<file path="src/rtl/bsg_pkg.sv">
// Shared types and constants for the BSG serial transmit engine.
package bsg_pkg;

  localparam int BSG_DATA_W   = 8;
  localparam int BSG_STATUS_W = 5;

  localparam int ST_BUSY     = 0;
  localparam int ST_DONE     = 1;
  localparam int ST_BYTE_SEL = 2;

  typedef enum logic [1:0] {
    IDLE  = 2'd0,
    START = 2'd1,
    DATA  = 2'd2,
    STOP  = 2'd3
  } bsg_tx_state_t;

endpackage

</file>
<file path="src/rtl/bsg_tx_if.sv">
// Register-block side of the transmit engine: control, data bytes, status and line outputs.
interface bsg_tx_if;
  import bsg_pkg::*;

  logic                    tx_enable;
  logic                    int_mask;
  logic [BSG_DATA_W-1:0]   data1;
  logic [BSG_DATA_W-1:0]   data2;
  logic [BSG_STATUS_W-1:0] status;
  logic                    tx_out;
  logic                    irq;

  modport master (
    output tx_enable, int_mask, data1, data2,
    input  status, tx_out, irq
  );

  modport slave (
    input  tx_enable, int_mask, data1, data2,
    output status, tx_out, irq
  );

endinterface

</file>
<file path="src/rtl/bsg_baud_tick.sv">
// Bit-period divider: counts 0..DIV-1 and ticks on the last count; restart forces 0.
module bsg_baud_tick #(
  parameter int DIV = 4
) (
  input  logic clk,
  input  logic rst,
  input  logic restart_i,
  output logic tick_o
);

  logic [7:0] cnt_q, cnt_d;

  assign tick_o = (cnt_q == 8'(DIV - 1));

  always_comb begin
    cnt_d = cnt_q + 8'd1;
    if (restart_i || tick_o) cnt_d = 8'd0;
  end

  always_ff @(posedge clk or posedge rst) begin
    if (rst) cnt_q <= 8'd0;
    else     cnt_q <= cnt_d;
  end

endmodule

</file>
<file path="src/rtl/bsg_tx.sv">
// BSG transmit engine: sends data1 then data2 as two start/8-data/stop frames.
module bsg_tx
  import bsg_pkg::*;
#(
  parameter int DIV    = 4,
  parameter int DATA_W = BSG_DATA_W
) (
  input logic     clk,
  input logic     rst,
  bsg_tx_if.slave bus
);

  bsg_tx_state_t         state_q, state_d;
  logic [2*DATA_W-1:0]   shadow_q, shadow_d;
  logic [2:0]            bit_idx_q, bit_idx_d;
  logic                  byte_sel_q, byte_sel_d;
  logic                  done_q, done_d;
  logic                  done_pulse_q, done_pulse_d;
  logic                  en_q;
  logic                  tick;
  logic                  start;
  logic                  line_bit;
  logic [BSG_STATUS_W-1:0] status_w;

  // Divider restarts whenever the FSM changes state, so every state gets full bit periods.
  bsg_baud_tick #(.DIV(DIV)) u_tick (
    .clk       (clk),
    .rst       (rst),
    .restart_i (state_d != state_q),
    .tick_o    (tick)
  );

  assign start = (state_q == IDLE) && bus.tx_enable && !en_q;

  always_comb begin
    state_d      = state_q;
    shadow_d     = shadow_q;
    bit_idx_d    = bit_idx_q;
    byte_sel_d   = byte_sel_q;
    done_d       = done_q;
    done_pulse_d = 1'b0;
    case (state_q)
      IDLE: begin
        if (start) begin
          shadow_d   = {bus.data2, bus.data1};
          done_d     = 1'b0;
          byte_sel_d = 1'b0;
          bit_idx_d  = 3'd0;
          state_d    = START;
        end
      end
      START: begin
        if (tick) begin
          bit_idx_d = 3'd0;
          state_d   = DATA;
        end
      end
      DATA: begin
        if (tick) begin
          if (bit_idx_q == 3'd7) state_d = STOP;
          else                   bit_idx_d = bit_idx_q + 3'd1;
        end
      end
      STOP: begin
        if (tick) begin
          if (!byte_sel_q) begin
            byte_sel_d = 1'b1;
            state_d    = START;
          end else begin
            state_d      = IDLE;
            done_d       = 1'b1;
            done_pulse_d = 1'b1;
          end
        end
      end
      default: state_d = IDLE;
    endcase
    // Dropping TXENABLE mid-transfer abandons it without completing or interrupting.
    if (state_q != IDLE && !bus.tx_enable) begin
      state_d      = IDLE;
      byte_sel_d   = byte_sel_q;
      done_d       = done_q;
      done_pulse_d = 1'b0;
    end
  end

  always_ff @(posedge clk or posedge rst) begin
    if (rst) begin
      state_q      <= IDLE;
      shadow_q     <= '0;
      bit_idx_q    <= 3'd0;
      byte_sel_q   <= 1'b0;
      done_q       <= 1'b0;
      done_pulse_q <= 1'b0;
      en_q         <= 1'b0;
    end else begin
      state_q      <= state_d;
      shadow_q     <= shadow_d;
      bit_idx_q    <= bit_idx_d;
      byte_sel_q   <= byte_sel_d;
      done_q       <= done_d;
      done_pulse_q <= done_pulse_d;
      en_q         <= bus.tx_enable;
    end
  end

  always_comb begin
    line_bit = 1'b1;
    case (state_q)
      START:   line_bit = 1'b0;
      DATA:    line_bit = shadow_q[{byte_sel_q, bit_idx_q}];
      default: line_bit = 1'b1;
    endcase
  end

  always_comb begin
    status_w              = '0;
    status_w[ST_BUSY]     = (state_q != IDLE);
    status_w[ST_DONE]     = done_q;
    status_w[ST_BYTE_SEL] = byte_sel_q;
  end

  assign bus.tx_out = line_bit;
  assign bus.status = status_w;
  assign bus.irq    = done_pulse_q & bus.int_mask;

endmodule

</file>
<file path="src/flat_wrapper.sv">
// flat-port wrapper written by rule: the top's interface ports become plain ports
module bsg_tx_flat import bsg_pkg::*;
#(
  parameter int DIV    = 4,
  parameter int DATA_W = BSG_DATA_W
)
  (clk, rst, bus_tx_enable, bus_int_mask, bus_data1, bus_data2, bus_status, bus_tx_out, bus_irq);
  bsg_tx_if bus_i ();
  input logic clk;
  input logic rst;
  input wire logic [$bits(bus_i.tx_enable)-1:0] bus_tx_enable;
  input wire logic [$bits(bus_i.int_mask)-1:0] bus_int_mask;
  input wire logic [$bits(bus_i.data1)-1:0] bus_data1;
  input wire logic [$bits(bus_i.data2)-1:0] bus_data2;
  output wire logic [$bits(bus_i.status)-1:0] bus_status;
  output wire logic [$bits(bus_i.tx_out)-1:0] bus_tx_out;
  output wire logic [$bits(bus_i.irq)-1:0] bus_irq;
  assign bus_i.tx_enable = bus_tx_enable;
  assign bus_i.int_mask = bus_int_mask;
  assign bus_i.data1 = bus_data1;
  assign bus_i.data2 = bus_data2;
  assign bus_status = bus_i.status;
  assign bus_tx_out = bus_i.tx_out;
  assign bus_irq = bus_i.irq;
  bsg_tx #(.DIV(DIV), .DATA_W(DATA_W)) u_core (.clk(clk), .rst(rst), .bus(bus_i));
endmodule
</file>
<file path="config.mk">
export PLATFORM = sky130hd
export DESIGN_NAME = bsg_tx_flat
export DESIGN_NICKNAME = d
export VERILOG_FILES = /design/src/rtl/bsg_pkg.sv /design/src/rtl/bsg_tx_if.sv /design/src/rtl/bsg_baud_tick.sv /design/src/rtl/bsg_tx.sv /design/src/flat_wrapper.sv
export SDC_FILE = /design/constraint.sdc
export NUM_CORES = 1
export LEC_CHECK = 0
export BUFFER_PORTS_ARGS = -buffer_cell sky130_fd_sc_hd__clkbuf_2
export CELL_PAD_IN_SITES_DETAIL_PLACEMENT = 1
export CELL_PAD_IN_SITES_GLOBAL_PLACEMENT = 2
export CORE_MARGIN = 4
export CORE_UTILIZATION = 40
export CTS_CLUSTER_DIAMETER = 50
export DETAILED_ROUTE_END_ITERATION = 10
export PLACE_DENSITY = 0.92
export SLEW_MARGIN = 10
export SYNTH_ARGS = -nofsm -noshare
export SYNTH_HDL_FRONTEND = slang
export SYNTH_SLANG_ARGS = --single-unit
</file>
<file path="constraint.sdc">
create_clock -name clk -period 5.9 [get_ports clk]
set_input_delay 0.295 -clock clk [delete_from_list [all_inputs] [get_ports clk]]
set_output_delay 0.295 -clock clk [all_outputs]
set_load 0.1 [all_outputs]
</file>
## Word level (Yosys, flattened, before mapping)

Cells that the tools add are included.

| word-level totals | value |
|---|---|
| register bits after elaboration | 33 |
| bits of input ports | 20 |
| output and inout port bits | 7 |
| logic and storage cells | 66 |

| cells by class | value |
|---|---|
| add/subtract/negate cells | 2 |
| magnitude comparators | 1 |
| eq/ne operators | 12 |
| mux-type cells | 27 |
| bitwise gates (word level) | 2 |
| reduce and logical (&&, ||, !) cells | 14 |

Operators with widths:

| cell | number |
|---|---|
| two-way mux 2 bit | 6 |
| two-way mux 3 bit | 4 |
| two-way mux 1 bit | 10 |
| AND reduction 5 bit | 2 |
| case mux 3 bit (3 select lines) | 1 |
| adder 8 x 1 -> 8 bit (second input constant) | 1 |
| == test 8 x 2 -> 1 bit (second input constant) | 1 |
| two-way mux 8 bit | 1 |
| inequality test 2 bit (second input constant) | 4 |
| case mux 2 bit (4 select lines) | 1 |
| case mux 1 bit (2 select lines) | 3 |
| less-than comparator 4 x 5 -> 1 bit (second input constant) | 1 |
| binary-select mux 1 bit (select 4 bit) | 1 |
| == test 2 bit (second input constant) | 2 |
| inequality test 2 x 1 -> 1 bit (second input constant) | 2 |
| AND reduction 4 bit | 1 |
| nonzero test 2 bit | 2 |
| adder 3 x 1 -> 3 bit (second input constant) | 1 |
| == test 3 bit (second input constant) | 1 |
| logical AND 1 bit | 3 |
| nonzero test 3 bit | 1 |
| == test 2 x 1 -> 1 bit (second input constant) | 1 |
| logical NOT 1 bit | 2 |
| logical NOT 2 bit | 1 |
| other kinds (5) | 5 |

## Logic depth before layout (Yosys ltp)

| depth | value |
|---|---|
| depth in word-level cells | 9 |
| depth in mapped cells | 7 |
| gate-level depth less buffers | 6 |

## Modules after synthesis

A second synthesis with hierarchy kept.

| unflattened totals | value |
|---|---|
| cells, all modules | 154 |
| area total of the unflattened synthesis | 1757.9 µm² |

Modules (own cells, without submodules):

| module | times used | cells an instance | area an instance (µm²) | seq. area each (µm²) |
|---|---|---|---|---|
| bsg_tx | 1 | 114 | 1346.3 | 625.6 |
| bsg_baud_tick | 1 | 40 | 411.6 | 200.2 |

## Least setup slack after synthesis

No wires, ideal clock.

| path | value |
|---|---|
| kind | register -> output |
| from | register u_core.bit_idx_q[1] |
| to | output port bus_tx_out |
| arrival time | 2488 ps |
| data required time | 5605 ps |
| path slack | 3117 ps |
| stages on the path, launching flop included | 5 |
| buffers on the path | 0 |
| cell sequence | dfrtp_1 -> mux4_2 -> mux4_2 -> nor2_1 -> a21oi_1 |

| between the ends | value |
|---|---|
| word-level cells in the longest chain between the ends | 3 |

Ends and longest elaborated chain:

| what | line | RTL |
|---|---|---|
| start, declared | bsg_tx.sv:15 | `logic [2:0] bit_idx_q, bit_idx_d;` |
| start signal, assigned | bsg_tx.sv:99 | `bit_idx_q <= bit_idx_d;` |
| binary-select mux 1 bit (select 4 bit) | bsg_tx.sv:111 | `DATA: line_bit = shadow_q[{byte_sel_q, bit_idx_q}];` |
| two-way mux 1 bit (implied by the code) | bsg_tx.sv:111 |  |
| case mux 1 bit (2 select lines) | bsg_tx.sv:109 | `case (state_q)` |
| end, declared | flat_wrapper.sv:16 | `output wire logic [$bits(bus_i.tx_out)-1:0] bus_tx_out;` |

No other way between the ends. The select of a mux whose other input is x is not followed.

## Worst setup path after layout

| path | value |
|---|---|
| from | register u_core.state_q[0] |
| to | register u_core.u_tick.cnt_q[3] |

| between the ends | value |
|---|---|
| word-level cells in the longest chain between the ends | 9 |

Ends and longest elaborated chain:

| what | line | RTL |
|---|---|---|
| start, declared | bsg_tx.sv:13 | `bsg_tx_state_t state_q, state_d;` |
| start signal, assigned | bsg_tx.sv:97 | `state_q <= state_d;` |
| logical NOT 2 bit | bsg_tx.sv:33, bsg_tx.sv:42 |  |
| logical AND 1 bit (2 in series) | bsg_tx.sv:33 | `assign start = (state_q == IDLE) && bus.tx_enable && !en_q;` |
| two-way mux 2 bit | bsg_tx.sv:44 | `if (start) begin` |
| case mux 2 bit (4 select lines) | bsg_tx.sv:42 | `case (state_q)` |
| two-way mux 2 bit | bsg_tx.sv:79 | `if (state_q != IDLE && !bus.tx_enable) begin` |
| inequality test 2 bit * | bsg_tx.sv:29 | `.restart_i (state_d != state_q),` |
| logical OR 1 bit * | bsg_baud_tick.sv:17 | `if (restart_i \|\| tick_o) cnt_d = 8'd0;` |
| two-way mux 8 bit * | bsg_baud_tick.sv:17 |  |
| via u_core.u_tick.cnt_d[3] | bsg_baud_tick.sv:11 | `logic [7:0] cnt_q, cnt_d;` |
| end signal, assigned | bsg_baud_tick.sv:22 | `else cnt_q <= cnt_d;` |
| end, declared | bsg_baud_tick.sv:11 |  |

The timed path passes the listed nets; every way through them passes the cells marked *.
A chain may end at the register's enable or synchronous reset.

==> metrics <==
status complete, no violations; synth warn 0; Int Pwr 0.000568 W; DP Area 1960 um^2; family with the most delay on the worst path simple AND/OR/NAND/NOR gates; Cell Area, Synth 1810 um^2; crit path DAT 2.96 ns; DRC Markers 0; first-pass GRT wire length 6.62 mm; final WL 3.90 mm; register bit total from synthesis 33; Leak 0.934 nW; relative slew slack 40.0%; placed instance count 221; Max FO, Critical Path 20; Crit. End Element register; unique cell type count in the Yosys netlist 40; Hold/Removal Path Class in2async; Initial DRC Count 38; pin count of the biggest net entering global routing 34; Hold-fix buffers, CTS 0; final slew viol count 0; IO Port Bufs 24; Tcrit/Tclk final 47.3%; post-route cell area 2070 um^2; power share of the clock group 19.3%; Fmax achieved 358 MHz; peak supply drop 0.326 mV; DR pass1 iterations 4; initial antenna violation count 0; Die Height 75.3 um; Total Neg Setup Slack 0 ns; FFs w/ async S/R, synth 100%; Post-CTS Resized 0; buffers plus inverters on the worst setup path 1; Die X-Extent 75.3 um; crit path kind reg2reg; cells along the critical path inv_1 > ha_1 > nand3b_1 > o21ai_0 > a221o_2 > nor4_1; Net Switching 0.000382 W; Num CTS Buffers 5; Max Cap Viol 0; GRT Residual Overflow 0; Seq. cell area 826 um^2; unrepaired setup endpoints after global routing no; initial core utilization 41.4%; Setup violations, final 0; Final Hold Viols 0; clock-pin slew on the worst setup and hold paths 0.06 ns; Post-synth EDFFs 0; # fillers 476; sw frac 40.2%; I/O pin count 27; slowest CP cell nand3b_1; min cycle time layout 2.79 ns; cells taking the most area after synthesis dfrtp_1 (46%), mux2_2 (11%), ha_1 (6.2%); PwrDens 460 nW/um^2; sequential power share 37.9%; Worst path max stage delay 0.66 ns; Non-Filler Instances 229; syn avg cell area 12.1 um^2; area of the multi-input gates 916 um^2; worst endpoint required time 6.07 ns; CTS sink count 33; register area share after synthesis 45.5%; CTS tree built; Final #Nets 205; gr usage total 15.5%; drt wl/cell 17.0 um; Placer Congestion 0.854; Ant. Diodes 0; Post-synth top flop dfrtp_1; Site Rows 24; Routed Antenna Nets 0; Clock Latency Late Sink 0.28 ns; cells after synthesis 150; Gate power share 42.8%; Detailed Place HPWL 3.00 mm; vias in the first global route 1390; share of cells above drive strength 1 35.6%; clk root buf clkbuf_8; H-tree depth 2; die footprint 5680 um^2; largest area contributor in the netlist dfrtp_1; Post-CTS Setup Inserts 0; Max Root-Sink Buffers 2; via count 1264; worst clock skew 0.00581 ns; Core Footprint 4380 um^2; crit start category register; Vias/cell 5.52; Synth top area share 45.5%; Slew @ Worst Pin 0.897 ns; area grow syn2layout 13.9%
## worst register-to-register path: cells and delay by family, from the launching register on
kind | cells | cell delay [ns]
flops | 1 | 0.52
fa+ha+maj | 1 | 0.31
buf+inv | 1 | 0.20
simple gates | 2 | 0.94
compound gates | 2 | 0.72
## state kept, by name (all words and copies together), names as in the netlist
name                 flops
u_core.byte_sel_q        1
u_core.bit_idx_q         3
u_core.en_q              1
u_core.shadow_q         16
u_core.u_tick.cnt_q      8
u_core.done_pulse_q      1
u_core.state_q           2
u_core.done_q            1
## Yosys cell counts (3+ instances only)
cell	instances
xnor2_1	4
nand3_1	3
o21ai_0	3
nor4_1	9
nor2_1	8
dfrtp_1	33
mux4_2	3
buf_4	5
inv_1	8
a21oi_1	5
mux2_2	17
ha_1	9
nand2_1	7
## cell families (layout without fill, tap and decap cells)
kind of cell / Yosys count / after routing / share of synthesized area (%)
other: 1 / 2 / 0.207
adders and majority gates: 9 / 9 / 6.21
muxes: 22 / 22 / 17.2
AOI/OAI and AO/OA: 21 / 21 / 8.35
xor gates and xnor gates: 6 / 6 / 2.90
buffers and inverters: 15 / 41 / 4.21
DFF: 33 / 33 / 45.5
and+or+nand+nor: 43 / 43 / 15.4
## layout make-up
| type | count | share of cell area, % |
|---|---|---|
| Multi-Input combinational cell | 103 | 44.3 |
| Sequential cell | 33 | 40.0 |
| Timing Repair Buffer | 25 | 6.18 |
| Clock buffer | 7 | 4.66 |
| Tap cell | 52 | 3.15 |
| Inverter | 8 | 1.45 |
| Clock inverter | 1 | 0.242 |
## cell usage in the layout, fill, tap and decap left out, types with 2 or more instances in the layout
cell type  instances
and2_1             2
a22o_2             2
nor2_1             8
mux4_1             2
o21ai_0            3
clkbuf_2          24
nor4_4             2
xnor2_1            4
ha_1               9
inv_1              8
clkbuf_8           7
a311oi_1           2
nor4_1             9
nand2_1            7
a31oi_1            2
conb_1             2
nor3_1             2
dfrtp_1           33
xor2_1             2
mux4_2             3
nand3_1            3
a21oi_1            5
mux2_2            17
nand3b_1           2
## stage by stage
step           hold WS [ns]  setup slack, ns  utilization, %  power, W
2_1_floorplan         0.326             3.12               -  0.000680
3_3_place_gp          0.383             3.31            44.8  0.000747
3_5_place_dp          0.388             3.10            44.8  0.000773
4_1_cts              0.0911             3.06            47.1  0.000959
5_1_grt               0.123             2.90            47.1   0.00101
6_report             0.0726             3.11            47.1  0.000950
## power groups by stage
stage / Combinational [W] / Sequential [W] / Clock [W]
detailed placement: 0.000407 / 0.000366 / 0
global placement: 0.000391 / 0.000356 / 0
floorplan: 0.000337 / 0.000343 / 0
global route: 0.000442 / 0.000371 / 0.000202
CTS: 0.000410 / 0.000361 / 0.000188
finish: 0.000407 / 0.000360 / 0.000183
## final timing paths
check | from | endpoint | slack [ns] | depth (start not counted)
max | u_core.state_q[0] | u_core.u_tick.cnt_q[3] | 3.11 | 6
min | rst | u_core.u_tick.cnt_q[0] | 0.07 | 3
max reg2reg | u_core.state_q[0] | u_core.u_tick.cnt_q[3] | 3.11 | 6
min reg2reg | u_core.shadow_q[6] | u_core.shadow_q[6] | 0.50 | 1
max in group asynchronous | rst | u_core.state_q[0] | 5.53 | 3
min in group clk | bus_tx_enable | u_core.en_q | 0.19 | 1
## per-layer routing
layer | wire length (um) | share of wire, % | GRT usage (%) | vias up
li1 | - | - | - | 599
met1 | 1700 | 44 | 19.7 | 629
met2 | 1970 | 51 | 25.9 | 28
met3 | 154 | 3.9 | 2.77 | 8
met4 | 72 | 1.8 | 6.80 | 0
met5 | 0 | 0 | 0 | -
No activity file was read; power rests on OpenSTA's default activity.
